--- src/rtl/piso_bit_serializer_pkg.sv ---
// Shared types and constants for the parallel-in/serial-out bit serializer.
package piso_bit_serializer_pkg;

    typedef enum logic [1:0] {
        ST_IDLE  = 2'd0,
        ST_SHIFT = 2'd1,
        ST_GAP   = 2'd2
    } piso_state_e;

    localparam int GAP_W = 4;

    // Terminal value of the inter-word gap counter for a given gap length.
    function automatic logic [GAP_W-1:0] gap_terminal(input int gap);
        gap_terminal = GAP_W'(gap - 1);
    endfunction

endpackage

--- src/rtl/piso_bit_serializer_hold.sv ---
// One-entry holding buffer in front of the shifter; din_ready is a flop so the
// upstream handshake never sees a combinational path from din_valid.
module piso_hold_buf
    import piso_bit_serializer_pkg::*;
#(
    parameter int WIDTH = 8
) (
    input  logic             clk,
    input  logic             rst_n,
    input  logic             push,
    input  logic             pop,
    input  logic [WIDTH-1:0] din,
    output logic [WIDTH-1:0] dout,
    output logic             full,
    output logic             ready
);

    logic [WIDTH-1:0] data_r;
    logic             full_r;
    logic             ready_r;
    logic [WIDTH-1:0] data_nxt_s;
    logic             full_nxt_s;

    // Next buffer contents: a push wins over a simultaneous pop and keeps the entry full.
    always_comb begin
        data_nxt_s = data_r;
        full_nxt_s = full_r;
        if (push) begin
            data_nxt_s = din;
            full_nxt_s = 1'b1;
        end else if (pop) begin
            data_nxt_s = data_r;
            full_nxt_s = 1'b0;
        end else begin
            data_nxt_s = data_r;
            full_nxt_s = full_r;
        end
    end

    // Buffer state and registered ready flag.
    always_ff @(posedge clk or negedge rst_n) begin
        if (!rst_n) begin
            data_r  <= {WIDTH{1'b0}};
            full_r  <= 1'b0;
            ready_r <= 1'b1;
        end else begin
            data_r  <= data_nxt_s;
            full_r  <= full_nxt_s;
            ready_r <= ~full_nxt_s;
        end
    end

    assign dout  = data_r;
    assign full  = full_r;
    assign ready = ready_r;

endmodule

--- src/rtl/piso_bit_serializer.sv ---
// Parallel-in/serial-out serializer feeding the sreg sequence detector: one bit
// per clock, optional idle gap between words, all outputs registered.
module piso_bit_serializer
    import piso_bit_serializer_pkg::*;
#(
    parameter int WIDTH     = 8,
    parameter int MSB_FIRST = 1,
    parameter int GAP       = 0
) (
    input  logic             clk,
    input  logic             rst_n,
    input  logic [WIDTH-1:0] din,
    input  logic             din_valid,
    output logic             din_ready,
    output logic             sout,
    output logic             sout_valid,
    output logic             sof,
    output logic             eof,
    output logic             busy
);

    localparam int CNT_W     = $clog2(WIDTH);
    localparam bit MSB_FIRST_B = (MSB_FIRST != 0);
    localparam bit HAS_GAP   = (GAP != 0);
    localparam logic [CNT_W-1:0] CNT_LAST = CNT_W'(WIDTH - 1);
    localparam logic [GAP_W-1:0] GAP_LAST = gap_terminal(GAP);

    piso_state_e      state_r;
    piso_state_e      state_nxt_s;
    logic [WIDTH-1:0] shift_r;
    logic [WIDTH-1:0] shift_nxt_s;
    logic [CNT_W-1:0] cnt_r;
    logic [CNT_W-1:0] cnt_nxt_s;
    logic [GAP_W-1:0] gap_r;
    logic [GAP_W-1:0] gap_nxt_s;
    logic             load_s;
    logic             push_s;
    logic             last_bit_s;
    logic             gap_done_s;
    logic             cur_bit_s;
    logic             hold_full_s;
    logic             hold_ready_s;
    logic [WIDTH-1:0] hold_data_s;
    logic             sout_r;
    logic             sout_valid_r;
    logic             sof_r;
    logic             eof_r;
    logic             busy_r;

    assign push_s     = din_valid & hold_ready_s;
    assign last_bit_s = (cnt_r == CNT_LAST);
    assign gap_done_s = (gap_r == GAP_LAST);
    assign cur_bit_s  = MSB_FIRST_B ? shift_r[WIDTH-1] : shift_r[0];

    piso_hold_buf #(
        .WIDTH (WIDTH)
    ) u_hold (
        .clk   (clk),
        .rst_n (rst_n),
        .push  (push_s),
        .pop   (load_s),
        .din   (din),
        .dout  (hold_data_s),
        .full  (hold_full_s),
        .ready (hold_ready_s)
    );

    // Next-state and load decision; load only ever depends on registered state.
    always_comb begin
        state_nxt_s = state_r;
        load_s      = 1'b0;
        case (state_r)
            ST_IDLE: begin
                if (hold_full_s) begin
                    load_s      = 1'b1;
                    state_nxt_s = ST_SHIFT;
                end else begin
                    state_nxt_s = ST_IDLE;
                end
            end
            ST_SHIFT: begin
                if (!last_bit_s) begin
                    state_nxt_s = ST_SHIFT;
                end else if (HAS_GAP) begin
                    state_nxt_s = ST_GAP;
                end else if (hold_full_s) begin
                    load_s      = 1'b1;
                    state_nxt_s = ST_SHIFT;
                end else begin
                    state_nxt_s = ST_IDLE;
                end
            end
            ST_GAP: begin
                if (!gap_done_s) begin
                    state_nxt_s = ST_GAP;
                end else if (hold_full_s) begin
                    load_s      = 1'b1;
                    state_nxt_s = ST_SHIFT;
                end else begin
                    state_nxt_s = ST_IDLE;
                end
            end
            default: begin
                state_nxt_s = ST_IDLE;
                load_s      = 1'b0;
            end
        endcase
    end

    // Shifter, bit counter and gap counter updates.
    always_comb begin
        shift_nxt_s = shift_r;
        cnt_nxt_s   = cnt_r;
        gap_nxt_s   = {GAP_W{1'b0}};
        if (load_s) begin
            shift_nxt_s = hold_data_s;
            cnt_nxt_s   = {CNT_W{1'b0}};
        end else if (state_r == ST_SHIFT) begin
            if (MSB_FIRST_B) begin
                shift_nxt_s = {shift_r[WIDTH-2:0], 1'b0};
            end else begin
                shift_nxt_s = {1'b0, shift_r[WIDTH-1:1]};
            end
            cnt_nxt_s = last_bit_s ? cnt_r : (cnt_r + CNT_W'(1));
        end else begin
            shift_nxt_s = shift_r;
            cnt_nxt_s   = cnt_r;
        end
        if ((state_r == ST_GAP) && !gap_done_s) begin
            gap_nxt_s = gap_r + GAP_W'(1);
        end else begin
            gap_nxt_s = {GAP_W{1'b0}};
        end
    end

    // Datapath and FSM state registers.
    always_ff @(posedge clk or negedge rst_n) begin
        if (!rst_n) begin
            state_r <= ST_IDLE;
            shift_r <= {WIDTH{1'b0}};
            cnt_r   <= {CNT_W{1'b0}};
            gap_r   <= {GAP_W{1'b0}};
        end else begin
            state_r <= state_nxt_s;
            shift_r <= shift_nxt_s;
            cnt_r   <= cnt_nxt_s;
            gap_r   <= gap_nxt_s;
        end
    end

    // Output stage: the bit currently at the shifter head is presented one clock later.
    always_ff @(posedge clk or negedge rst_n) begin
        if (!rst_n) begin
            sout_r       <= 1'b0;
            sout_valid_r <= 1'b0;
            sof_r        <= 1'b0;
            eof_r        <= 1'b0;
            busy_r       <= 1'b0;
        end else begin
            sout_r       <= (state_r == ST_SHIFT) & cur_bit_s;
            sout_valid_r <= (state_r == ST_SHIFT);
            sof_r        <= (state_r == ST_SHIFT) & (cnt_r == {CNT_W{1'b0}});
            eof_r        <= (state_r == ST_SHIFT) & last_bit_s;
            busy_r       <= hold_full_s | (state_r != ST_IDLE);
        end
    end

    assign din_ready  = hold_ready_s;
    assign sout       = sout_r;
    assign sout_valid = sout_valid_r;
    assign sof        = sof_r;
    assign eof        = eof_r;
    assign busy       = busy_r;

endmodule

--- config.mk ---
export PLATFORM = sky130hd
export DESIGN_NAME = piso_bit_serializer
export DESIGN_NICKNAME = d
export VERILOG_FILES = /design/src/rtl/piso_bit_serializer_pkg.sv /design/src/rtl/piso_bit_serializer_hold.sv /design/src/rtl/piso_bit_serializer.sv
export SDC_FILE = /design/constraint.sdc
export NUM_CORES = 1
export LEC_CHECK = 0
export BUFFER_PORTS_ARGS = -buffer_cell sky130_fd_sc_hd__buf_2
export CORE_ASPECT_RATIO = 0.5
export CORE_MARGIN = 8
export CORE_UTILIZATION = 53
export CTS_CLUSTER_SIZE = 10
export DETAILED_ROUTE_END_ITERATION = 8
export PLACE_DENSITY_LB_ADDON = 0.25
export RECOVER_POWER = 100
export REMOVE_ABC_BUFFERS = 1
export SLEW_MARGIN = 5
export SYNTH_ARGS = -nofsm -noshare
export SYNTH_HDL_FRONTEND = slang
export SYNTH_SLANG_ARGS = --single-unit
--- constraint.sdc ---
create_clock -name clk -period 2.8 [get_ports clk]
set_input_delay 0.28 -clock clk [delete_from_list [all_inputs] [get_ports clk]]
set_output_delay 0.28 -clock clk [all_outputs]
set_load 0.01 [all_outputs]
==> qor.csv <==
metric,value,unit
initial antenna violation count,0,
Worst-Skew Late Latency,0.28,ns
Vias,811,
post-DP HPWL,1.653,mm
RePlAce Congestion,0.7046,
# clock sinks,32,
Worst VDD drop,0.0005670,V
"commonest cells after routing, fill and taps aside","31 x dfrtp_1, 23 x mux2_2, 10 x buf_2",
# DRC,0,
Clock Skew,0.004085,ns
n_diodes,0,
worst-margin pin slew,1.649,ns
cts hold-fix bufs,0,
htree depth,2,
row cnt,13,
Worst path slowest cell,o311ai_4,
most frequent CP cell,ha_1,
setup TNS,0,ns
Sw Pwr,0.0005103,W
Mapped Area,1411,µm²
failing checks,"capacitance limit, slew limit",
sw frac,0.3132,
Leakage,0.7834,nW
Core ar.,2570,µm²
CP peak stage delay,0.47,ns
RSZ-0062 raised after global routing,false,
worst-path cell chain,ha_1 > ha_1 > nor2b_1 > o311ai_4 > mux2_2,
Syn Inst Count,102,
min Tclk post-route,1.962,ns
layout cells sized above 1,0.3600,
synth warn,0,
die area,4671,µm²
Fin. Hold Viols,0,
CTS tree,built,
Internal,0.001119,W
FF-to-FF End,shift_r[5]$_DFFE_PN0P_,
die height,52.49,µm
"Seq/Total Area, Yosys",0.5683,
CTS Root Cell,clkbuf_8,
Syn-to-layout area delta,14.72,%
Pre-antenna DRT Iters,4,
Max Clk Rate,0.5098,GHz
Max-slew headroom,-0.09928,
Worst setup SP type,register,
largest net degree at the start of global routing,33,
Max-Cap Viols,1,
Clock transition at path regs,0.06,ns
max-slew violations,33,
Die Width,88.98,µm
Total Routed Length,2.377,mm
status,"complete, but fails checks",
Starting Density,0.5492,
Synth cell types,24,
Critical Path RT,2.96,ns
vias in the first global route,888,
Setup Buffers After CTS,0,
vias per cell,5.006,
part of the cycle the worst path needs,0.7006,
Min-Delay Path Class,primary input to register,
Worst R2R Start,cnt_r[0]$_DFFE_PN0P_,
leading area contributor after synthesis,dfrtp_1,
Crit path arrival time,2.13,ns
power per cell area,1006,nW/µm²
Clock Power Share,0.219,
synthesis-stage register bit count,32,
combinational power share,0.335,
"commonest non-fill, non-tap cell in the layout",dfrtp_1,
post-cts resize count,0,
largest cells by area after synthesis,"dfrtp_1 55%, mux2_2 18%, ha_1 7.1%, dfstp_2 1.9%, o311ai_4 1.9%",
CP Capture Type,register,
Ports,17,
Layout Nets,143,
Synth top area share,0.5496,
grt ovf,0,
CTS buffer count,5,
Crit Path Class,register to register,
port buffer count,16,
Tot Pwr,0.001629,W
initial detailed-routing violation count,16,
worst reg2reg path depth,5,
syn_area_per_cell,13.84,µm²
power share of the sequential group,0.446,
"Max FO, Critical Path",8,
"antenna viol nets, final",0,
Max clock buf depth,2,
average wire per standard cell,14.67,µm
Reg2Reg Setup Slack,0.84,ns
GR Util All Layers,0.1210,
hold path depth,2,
Worst Hold Endpoint,u_hold.dout[5]$_DFFE_PN0P_,
final setup fails,0,
first-pass GRT wire length,4.015,mm
HP Start,din[5],
-- state kept, by name (all words and copies together) (netlist names), 2 cells and up --
register / count
gap_r: 4
shift_r: 8
u_hold.dout: 8
cnt_r: 3
state_r: 2
-- cell families after synthesis --
| family | synth area share |
|---|---|
| flops | 0.5683 |
| mux | 0.1977 |
| buf+inv | 0.01596 |
| compound gates | 0.06118 |
| fa+ha+maj | 0.07092 |
| xor+xnor | 0.01862 |
| simple gates | 0.06738 |
-- layer usage --
layer | part of all wire | wire length, µm | GRT usage
met5 | 0 | 0 | 0
met4 | 0.017 | 40 | 0.06540
met3 | 0.047 | 111 | 0.05938
met2 | 0.51 | 1212 | 0.2039
met1 | 0.43 | 1013 | 0.1235
-- Yosys cell counts --
| cell | number |
|---|---|
| a21oi_1 | 4 |
| and2_1 | 3 |
| and3_1 | 1 |
| and4_4 | 1 |
| buf_1 | 1 |
| dfrtp_1 | 31 |
| dfstp_2 | 1 |
| ha_1 | 8 |
| inv_1 | 5 |
| mux2_2 | 23 |
| mux2i_1 | 2 |
| nand2_1 | 4 |
| nand2b_1 | 1 |
| nand3_1 | 2 |
| nor2_1 | 4 |
| nor2b_1 | 2 |
| o21a_1 | 1 |
| o21ai_0 | 1 |
| o21ba_2 | 1 |
| o311ai_4 | 1 |
| o31a_2 | 1 |
| o31ai_1 | 1 |
| xnor2_1 | 1 |
| xor2_1 | 2 |
-- critical path: cells and delay by family (launching register included) --
kind                       cells  cell delay, ns
AOI/OAI and AO/OA              1            0.47
DFF                            1            0.39
muxes                          1            0.41
and+or+nand+nor                1            0.17
adders and majority gates      2            0.41
-- worst max-delay path by stage --
stage                               startpoint                endpoint  slack, ns  cells after the start
after floorplan           cnt_r[0]$_DFFE_PN0P_  shift_r[0]$_DFFE_PN0P_       1.05                      5
final                     cnt_r[0]$_DFFE_PN0P_  shift_r[5]$_DFFE_PN0P_       0.84                      5
after detailed placement  cnt_r[0]$_DFFE_PN0P_  shift_r[7]$_DFFE_PN0P_       0.88                      5
after CTS                 cnt_r[0]$_DFFE_PN0P_  shift_r[5]$_DFFE_PN0P_       0.84                      5
after global placement    cnt_r[0]$_DFFE_PN0P_  shift_r[5]$_DFFE_PN0P_       0.92                      5
after global routing      cnt_r[1]$_DFFE_PN0P_  shift_r[7]$_DFFE_PN0P_       0.78                      5
-- area by class of cell --
class                           count  area, µm²
Inverter                            5      18.77
Timing Repair Buffer               16      72.57
Sequential cell                    32      802.0
Clock buffer                        6      82.58
Multi-Input combinational cell     64      586.8
Clock inverter                      2      10.01
Tap cell                           37      46.29
Fill cell                         222      950.9
-- stage by stage --
step           worst slack, ns  instance area [µm²]  std cells  hold WS (ns)  utilization
2_1_floorplan            1.054                 1408        101      -0.01559            -
3_3_place_gp            0.9237                 1534        154        0.3603       0.5969
3_5_place_dp            0.8774                 1534        154        0.3635       0.5969
4_1_cts                 0.8402                 1627        162       0.05480       0.6329
5_1_grt                 0.7834                 1619        162        0.2153       0.6300
6_report                0.8383                 1619        162        0.2266       0.6300
-- power groups by stage --
| stage | registers, W | logic [W] | clock network (W) |
|---|---|---|---|
| finish | 0.000727 | 0.000546 | 0.000356 |
| floorplan | 0.000725 | 0.000413 | 0 |
| global placement | 0.000723 | 0.000532 | 0 |
| CTS | 0.000728 | 0.000564 | 0.000371 |
| global route | 0.000746 | 0.000605 | 0.000396 |
| detailed placement | 0.000733 | 0.000557 | 0 |
Power figures use the tool's default switching activity.
